`config.mk`:
```
export PLATFORM = sky130hd
export DESIGN_NAME = fsm_calibration_seq
export DESIGN_NICKNAME = d
export VERILOG_FILES = /design/src/rtl/calibration_pkg.sv /design/src/rtl/sync_edge_detect.sv /design/src/rtl/fsm_calibration_seq.sv
export SDC_FILE = /design/constraint.sdc
export NUM_CORES = 1
export LEC_CHECK = 0
export ABC_AREA = 1
export BUFFER_PORTS_ARGS = -buffer_cell sky130_fd_sc_hd__buf_4
export CORE_ASPECT_RATIO = 1.75
export CORE_MARGIN = 1.5
export CORE_UTILIZATION = 59
export CTS_CLUSTER_DIAMETER = 100
export DETAILED_ROUTE_END_ITERATION = 8
export PLACE_DENSITY = 0.81
export SETUP_SLACK_MARGIN = 0.05
export SYNTH_ARGS = -nofsm -noshare
export SYNTH_HDL_FRONTEND = slang
export SYNTH_SLANG_ARGS = --single-unit
```
`constraint.sdc`:
```
create_clock -name clock -period 4.8 [get_ports clock]
set_clock_uncertainty 0.2 [all_clocks]
set_input_delay 0.24 -clock clock [delete_from_list [all_inputs] [get_ports clock]]
set_output_delay 0.24 -clock clock [all_outputs]
set_load 0.005 [all_outputs]
```
`src/rtl/calibration_pkg.sv`:
```
// Shared state encoding and helpers for the multi-channel calibration sequencer.
package calibration_pkg;

  localparam logic [7:0] CAL_ERROR_CODE = 8'hEE;
  localparam logic [7:0] SKIP_MAX       = 8'hFF;

  typedef enum logic [7:0] {
    ST_IDLE       = 8'h00,
    ST_ARM        = 8'h01,
    ST_WAIT_FG    = 8'h02,
    ST_DELAY      = 8'h03,
    ST_PULSE      = 8'h04,
    ST_WAIT_READY = 8'h05,
    ST_DONE       = 8'h06,
    ST_ERROR      = CAL_ERROR_CODE
  } cal_state_t;

  function automatic logic [7:0] sat_inc8(input logic [7:0] v);
    return (v == SKIP_MAX) ? v : v + 8'd1;
  endfunction

endpackage

```
`src/rtl/sync_edge_detect.sv`:
```
// Multi-flop synchroniser for an asynchronous level, followed by a registered
// rising-edge pulse (one clock wide, STAGES+1 clocks after the input edge).
module sync_edge_detect #(
  parameter int STAGES = 2
) (
  input  logic clock,
  input  logic reset_signal,
  input  logic async_in,
  output logic rise_pulse
);

  logic [STAGES-1:0] sync_q;
  logic              prev_q;
  logic              rise_q;

  // STAGES must be at least 2 for the shift below to be meaningful.
  always_ff @(posedge clock or negedge reset_signal) begin
    if (!reset_signal) begin
      sync_q <= '0;
      prev_q <= 1'b0;
      rise_q <= 1'b0;
    end else begin
      sync_q <= {sync_q[STAGES-2:0], async_in};
      prev_q <= sync_q[STAGES-1];
      rise_q <= sync_q[STAGES-1] & ~prev_q;
    end
  end

  assign rise_pulse = rise_q;

endmodule

```
`src/rtl/fsm_calibration_seq.sv`:
```
// Calibration burst sequencer: per frame-grabber edge, wait a delay, then fire a
// masked multi-channel trigger pulse; frames are gated on detector readiness.
module fsm_calibration_seq
  import calibration_pkg::*;
#(
  parameter int CHANNELS      = 4,
  parameter int COUNT_W       = 16,
  parameter int DELAY_W       = 32,
  parameter int PULSE_W       = 16,
  parameter int READY_TIMEOUT = 2_560_000
) (
  input  logic                clock,
  input  logic                reset_signal,
  input  logic                start_signal,
  input  logic                abort_signal,
  input  logic                fg_signal,
  input  logic                detector_ready,
  input  logic [COUNT_W-1:0]  frames_target,
  input  logic [DELAY_W-1:0]  delay_cycles,
  input  logic [PULSE_W-1:0]  pulse_cycles,
  input  logic [CHANNELS-1:0] channel_mask,
  output logic [CHANNELS-1:0] output_trigger,
  output logic [7:0]          scenario_state,
  output logic [COUNT_W-1:0]  counter_out,
  output logic [7:0]          skipped_out,
  output logic                busy,
  output logic                done
);

  localparam int              TO_W    = $clog2(READY_TIMEOUT + 1);
  localparam logic [TO_W-1:0] TO_LAST = TO_W'(READY_TIMEOUT - 1);

  cal_state_t          state_q, state_d;
  logic                start_prev_q;
  logic                start_rise;
  logic                fg_rise;
  logic                load_cfg;
  logic                skip_hit;

  logic [COUNT_W-1:0]  target_q;
  logic [DELAY_W-1:0]  delay_q;
  logic [PULSE_W-1:0]  pulse_q;
  logic [CHANNELS-1:0] mask_q;

  logic [DELAY_W-1:0]  delay_cnt_q, delay_cnt_d;
  logic [PULSE_W-1:0]  pulse_cnt_q, pulse_cnt_d;
  logic [TO_W-1:0]     to_cnt_q, to_cnt_d;
  logic [COUNT_W-1:0]  counter_q, counter_d, frame_next;
  logic [7:0]          skipped_q, skipped_d;
  logic [CHANNELS-1:0] trig_q, trig_d;

  sync_edge_detect #(.STAGES(2)) u_fg_sync (
    .clock        (clock),
    .reset_signal (reset_signal),
    .async_in     (fg_signal),
    .rise_pulse   (fg_rise)
  );

  assign start_rise = start_signal & ~start_prev_q;
  assign frame_next = counter_q + COUNT_W'(1);

  always_comb begin
    state_d     = state_q;
    counter_d   = counter_q;
    skipped_d   = skipped_q;
    delay_cnt_d = delay_cnt_q;
    pulse_cnt_d = pulse_cnt_q;
    to_cnt_d    = to_cnt_q;
    load_cfg    = 1'b0;
    skip_hit    = 1'b0;

    if (abort_signal && (state_q != ST_IDLE)) begin
      state_d = ST_IDLE;
    end else begin
      case (state_q)
        ST_IDLE: begin
          if (start_rise) begin
            load_cfg  = 1'b1;
            counter_d = '0;
            skipped_d = '0;
            // Degenerate configurations are resolved before arming.
            if (frames_target == '0)     state_d = ST_DONE;
            else if (channel_mask == '0) state_d = ST_ERROR;
            else                         state_d = ST_ARM;
          end
        end
        ST_ARM: begin
          skip_hit = 1'b1;
          if (detector_ready) state_d = ST_WAIT_FG;
        end
        ST_WAIT_FG: begin
          if (fg_rise) begin
            pulse_cnt_d = pulse_q;
            if (delay_q == '0) begin
              state_d = ST_PULSE;
            end else begin
              delay_cnt_d = delay_q;
              state_d     = ST_DELAY;
            end
          end
        end
        ST_DELAY: begin
          skip_hit = 1'b1;
          if (delay_cnt_q == DELAY_W'(1)) state_d = ST_PULSE;
          else                            delay_cnt_d = delay_cnt_q - DELAY_W'(1);
        end
        ST_PULSE: begin
          skip_hit = 1'b1;
          if (pulse_cnt_q == PULSE_W'(1)) begin
            counter_d = frame_next;
            to_cnt_d  = '0;
            state_d   = (frame_next == target_q) ? ST_DONE : ST_WAIT_READY;
          end else begin
            pulse_cnt_d = pulse_cnt_q - PULSE_W'(1);
          end
        end
        ST_WAIT_READY: begin
          skip_hit = 1'b1;
          // Ready on the final timeout cycle still counts as ready.
          if (detector_ready)          state_d = ST_WAIT_FG;
          else if (to_cnt_q == TO_LAST) state_d = ST_ERROR;
          else                         to_cnt_d = to_cnt_q + TO_W'(1);
        end
        ST_DONE:  state_d = ST_IDLE;
        ST_ERROR: state_d = ST_ERROR;
        default:  state_d = ST_IDLE;
      endcase
    end

    if (skip_hit && fg_rise) skipped_d = sat_inc8(skipped_q);
  end

  always_comb begin
    trig_d = '0;
    if (state_d == ST_PULSE) trig_d = mask_q;
  end

  always_ff @(posedge clock or negedge reset_signal) begin
    if (!reset_signal) begin
      state_q      <= ST_IDLE;
      start_prev_q <= 1'b0;
      counter_q    <= '0;
      skipped_q    <= '0;
      trig_q       <= '0;
    end else begin
      state_q      <= state_d;
      start_prev_q <= start_signal;
      counter_q    <= counter_d;
      skipped_q    <= skipped_d;
      trig_q       <= trig_d;
    end
  end

  // Run configuration and timing counters are always loaded before use.
  always_ff @(posedge clock) begin
    if (load_cfg) begin
      target_q <= frames_target;
      delay_q  <= delay_cycles;
      pulse_q  <= (pulse_cycles == '0) ? PULSE_W'(1) : pulse_cycles;
      mask_q   <= channel_mask;
    end
    delay_cnt_q <= delay_cnt_d;
    pulse_cnt_q <= pulse_cnt_d;
    to_cnt_q    <= to_cnt_d;
  end

  assign output_trigger = trig_q;
  assign scenario_state = state_q;
  assign counter_out    = counter_q;
  assign skipped_out    = skipped_q;
  assign busy           = (state_q != ST_IDLE) && (state_q != ST_ERROR);
  assign done           = (state_q == ST_DONE);

endmodule

```
==> results.toml <==
[clock_network]
clk_latency_ns = 0.43
numCtsBuffers = 17
htreeDepth = 4
root_buffer = "clkbuf_16"
cts_tree = "built"
clk_pin_slew_ns = 0.07
clock_path_buffers = 2
cts_resized = 0
cts_sinks = 179

[global_route]
grt_pass1_vias = 8087
grt_pass1_wl_mm = 37.0
grt_max_degree = 42
grt_usage_pct = 28.2
antenna_found_initial = 0
overflow = 0

[sta]
maxSlewViolCount = 0
setup_tns_ns = 0
hold_viol_final = 0
clock.fmax_ghz = 0.299
setup_ws_ns = 1.46
period_needed_ns = 3.34
finalSetupViolations = 0
worst_pin_slew_ns = 1.05
rsz0062_at_grt = "false"
finalCritPeriodShare_pct = 69.6
max-slew-margin-rel_pct = 30.0

[synth]
seq_area_frac_synth_pct = 55.7
synth_area_sq_mm = 0.00928
syn_nets = 1115
ys_warn_count = 0
synth_edf_count = 138
ys_ff_latch = 179
synth_ff_type = "edfxtp_1"
syn_area_per_cell_sq_um = 8.98
synth_cell_type_count = 45
syn_inst = 1034
async_reset_ff_share_pct = 22.9

[hold_path]
min_path_type = "in -> reg"
worstHoldStart = "detector_ready"
hold_path_depth = 6
min_delay_worst_endpoint = "scenario_state[2]"

[critical_path]
path_cells = "inv_1 > nand2_1 > nor2_2 > nand3_1 > nor2_2 > inv_2 > o21ai_1 > nand3_1 > inv_2 > nand2_2 > o21ai_0"
critical_path_class = "reg -> reg"
critPathCaptureType = "register"
worst-r2r-setup-slack_ns = 1.46
cpLargestDelayFamily = "simple AND/OR/NAND/NOR gates"
cp_slowest_cell = "nor2_2"
required_ns = 4.94
slowest_delay_ns = 0.71
worstReg2RegEnd = "counter_out[0]"
crit_arrival_ns = 3.48
worstReg2RegStart = "scenario_state[6]"
cp_max_fo = 22
path_buf_inv = 3
ff2ff_path_depth = 11
cp-start-kind = "register"

[floorplan]
io_pins = 112
die_w_microns = 97.8
start_util_pct = 60.3
core_region_area_sq_mm = 0.0154
die_h_microns = 169
die-area_sq_mm = 0.0165
rows = 60

[run_status]
status = "complete, no violations"

[finish]
fin_nets = 1292
syn_to_final_growth_pct = 24.6
num_antenna_cells = 0
drive_gt1_share_pct = 16.9
final_common_cell = "nand2_1"
final_cell_mix = "209 x nand2_1, 158 x nor2_1, 138 x edfxtp_1"
n_fill_cell = 1012

[route]
vias = 7900
postRouteAntennaNets = 0
viasPerCell = 5.60
postRouteWirelength_mm = 22.8
wl_per_cell_microns = 16.2
firstDrtPassIters = 7
drt_iter0_markers = 399
drc = 0

[power_and_ir_drop]
ir_drop_mv = 0.220
p_per_area_mw_per_mm2 = 286
p_leak_nw = 4.85

[place]
port_buffers = 111
dp_slack_ns = 1.55
place_congestion = 0.897
hpwl_mm = 15.4

[flow_run]
maxCapViolations = 0
[area by class of cell]
| class | count | area, sq um | share of cell area (%) |
|---|---|---|---|
| multi-input cells | 695 | 3510 | 30.3 |
| clock inverters | 15 | 144 | 1.24 |
| clock buffers | 17 | 425 | 3.68 |
| inverters | 129 | 484 | 4.19 |
| well taps | 186 | 233 | 2.01 |
| flip-flops and latches | 179 | 5170 | 44.7 |
| repair buffers | 189 | 1600 | 13.8 |
[worst max-delay path by stage]
stage                                  from        endpoint  slack [ns]  cells after the start
after floorplan           scenario_state[6]  delay_cnt_q[0]        0.74                      9
after global placement    scenario_state[6]  counter_out[0]        1.64                     11
after detailed placement  scenario_state[6]  counter_out[0]        1.55                     11
after CTS                 scenario_state[6]  counter_out[0]        1.43                     11
after global routing      scenario_state[6]  counter_out[0]        1.09                     11
final                     scenario_state[6]  counter_out[0]        1.46                     11
[through the flow]
step | hold WS (ns) | std cells | utilization, % | total power, mW | area (sq um)
final | 0.132 | 1410 | 75.1 | 3.30 | 11600
after global placement | 0.0565 | 1306 | 66.8 | 1.94 | 10300
after global routing | 0.164 | 1410 | 75.1 | 3.40 | 11600
after floorplan | -0.256 | 1034 | - | 1.85 | 9280
after detailed placement | 0.0608 | 1306 | 66.8 | 1.95 | 10300
after CTS | 0.120 | 1410 | 75.1 | 3.31 | 11600
[registers in the layout (all words and copies together) (netlist names)]
signal	count
delay_cnt_q	32
to_cnt_q	22
skipped_out	8
pulse_cnt_q	16
output_trigger	4
delay_q	32
pulse_q	16
u_fg_sync.rise_pulse	1
counter_out	16
u_fg_sync.sync_q	2
mask_q	4
start_prev_q	1
scenario_state	8
u_fg_sync.prev_q	1
target_q	16
[metal layers]
metal	vias to the layer above	wire length (microns)	track usage [%]
met5	-	0	0
met4	0	1020	14.9
met3	79	1000	5.24
met2	273	12300	51.9
met1	3726	8530	30.5
li1	3822	-	-
[logic make-up after synthesis]
kind of cell               after synthesis  synth area share [%]
AOI/OAI and AO/OA                      127                  7.81
xor gates and xnor gates                29                  2.88
adders and majority gates                7                 0.944
buffers and inverters                  160                  6.62
DFF                                    179                  55.7
muxes                                    1                 0.121
other                                    1                0.0404
and+or+nand+nor                        530                  25.9
[power by group]
| group | internal [mW] | switching, mW | total [mW] |
|---|---|---|---|
| Clock | 0.687 | 0.652 | 1.34 |
| Combinational | 0.117 | 0.116 | 0.234 |
| Sequential | 1.71 | 0.0241 | 1.73 |
[cell usage after synthesis, types with 11 or more instances]
cell type	number	area share (%)
nand2_1	209	8.5
dfrtp_1	41	11
nor2_2	11	0.74
nand2_2	14	0.94
inv_1	123	5.0
nand4_1	29	2.0
xnor2_1	13	1.2
o22ai_1	16	1.1
nor2_1	159	6.4
xor2_1	15	1.4
nand3_1	49	2.6
clkbuf_1	22	0.89
edfxtp_1	138	45
o21ai_0	51	2.8
a31oi_1	20	1.3
a21oi_1	23	1.2
nor3_1	23	1.2
[worst min-delay path: cells and delay by family]
family | cells | cell delay (ns)
buf+inv | 3 | 0.18
simple gates | 3 | 0.31
[repair_timing]
| action | in CTS | in global routing |
|---|---|---|
| buffers inserted | 0 | 0 |
| hold endpoints to repair | 112 | 0 |
| hold buffers | 72 | 0 |
(Power assumes the default switching activity.)
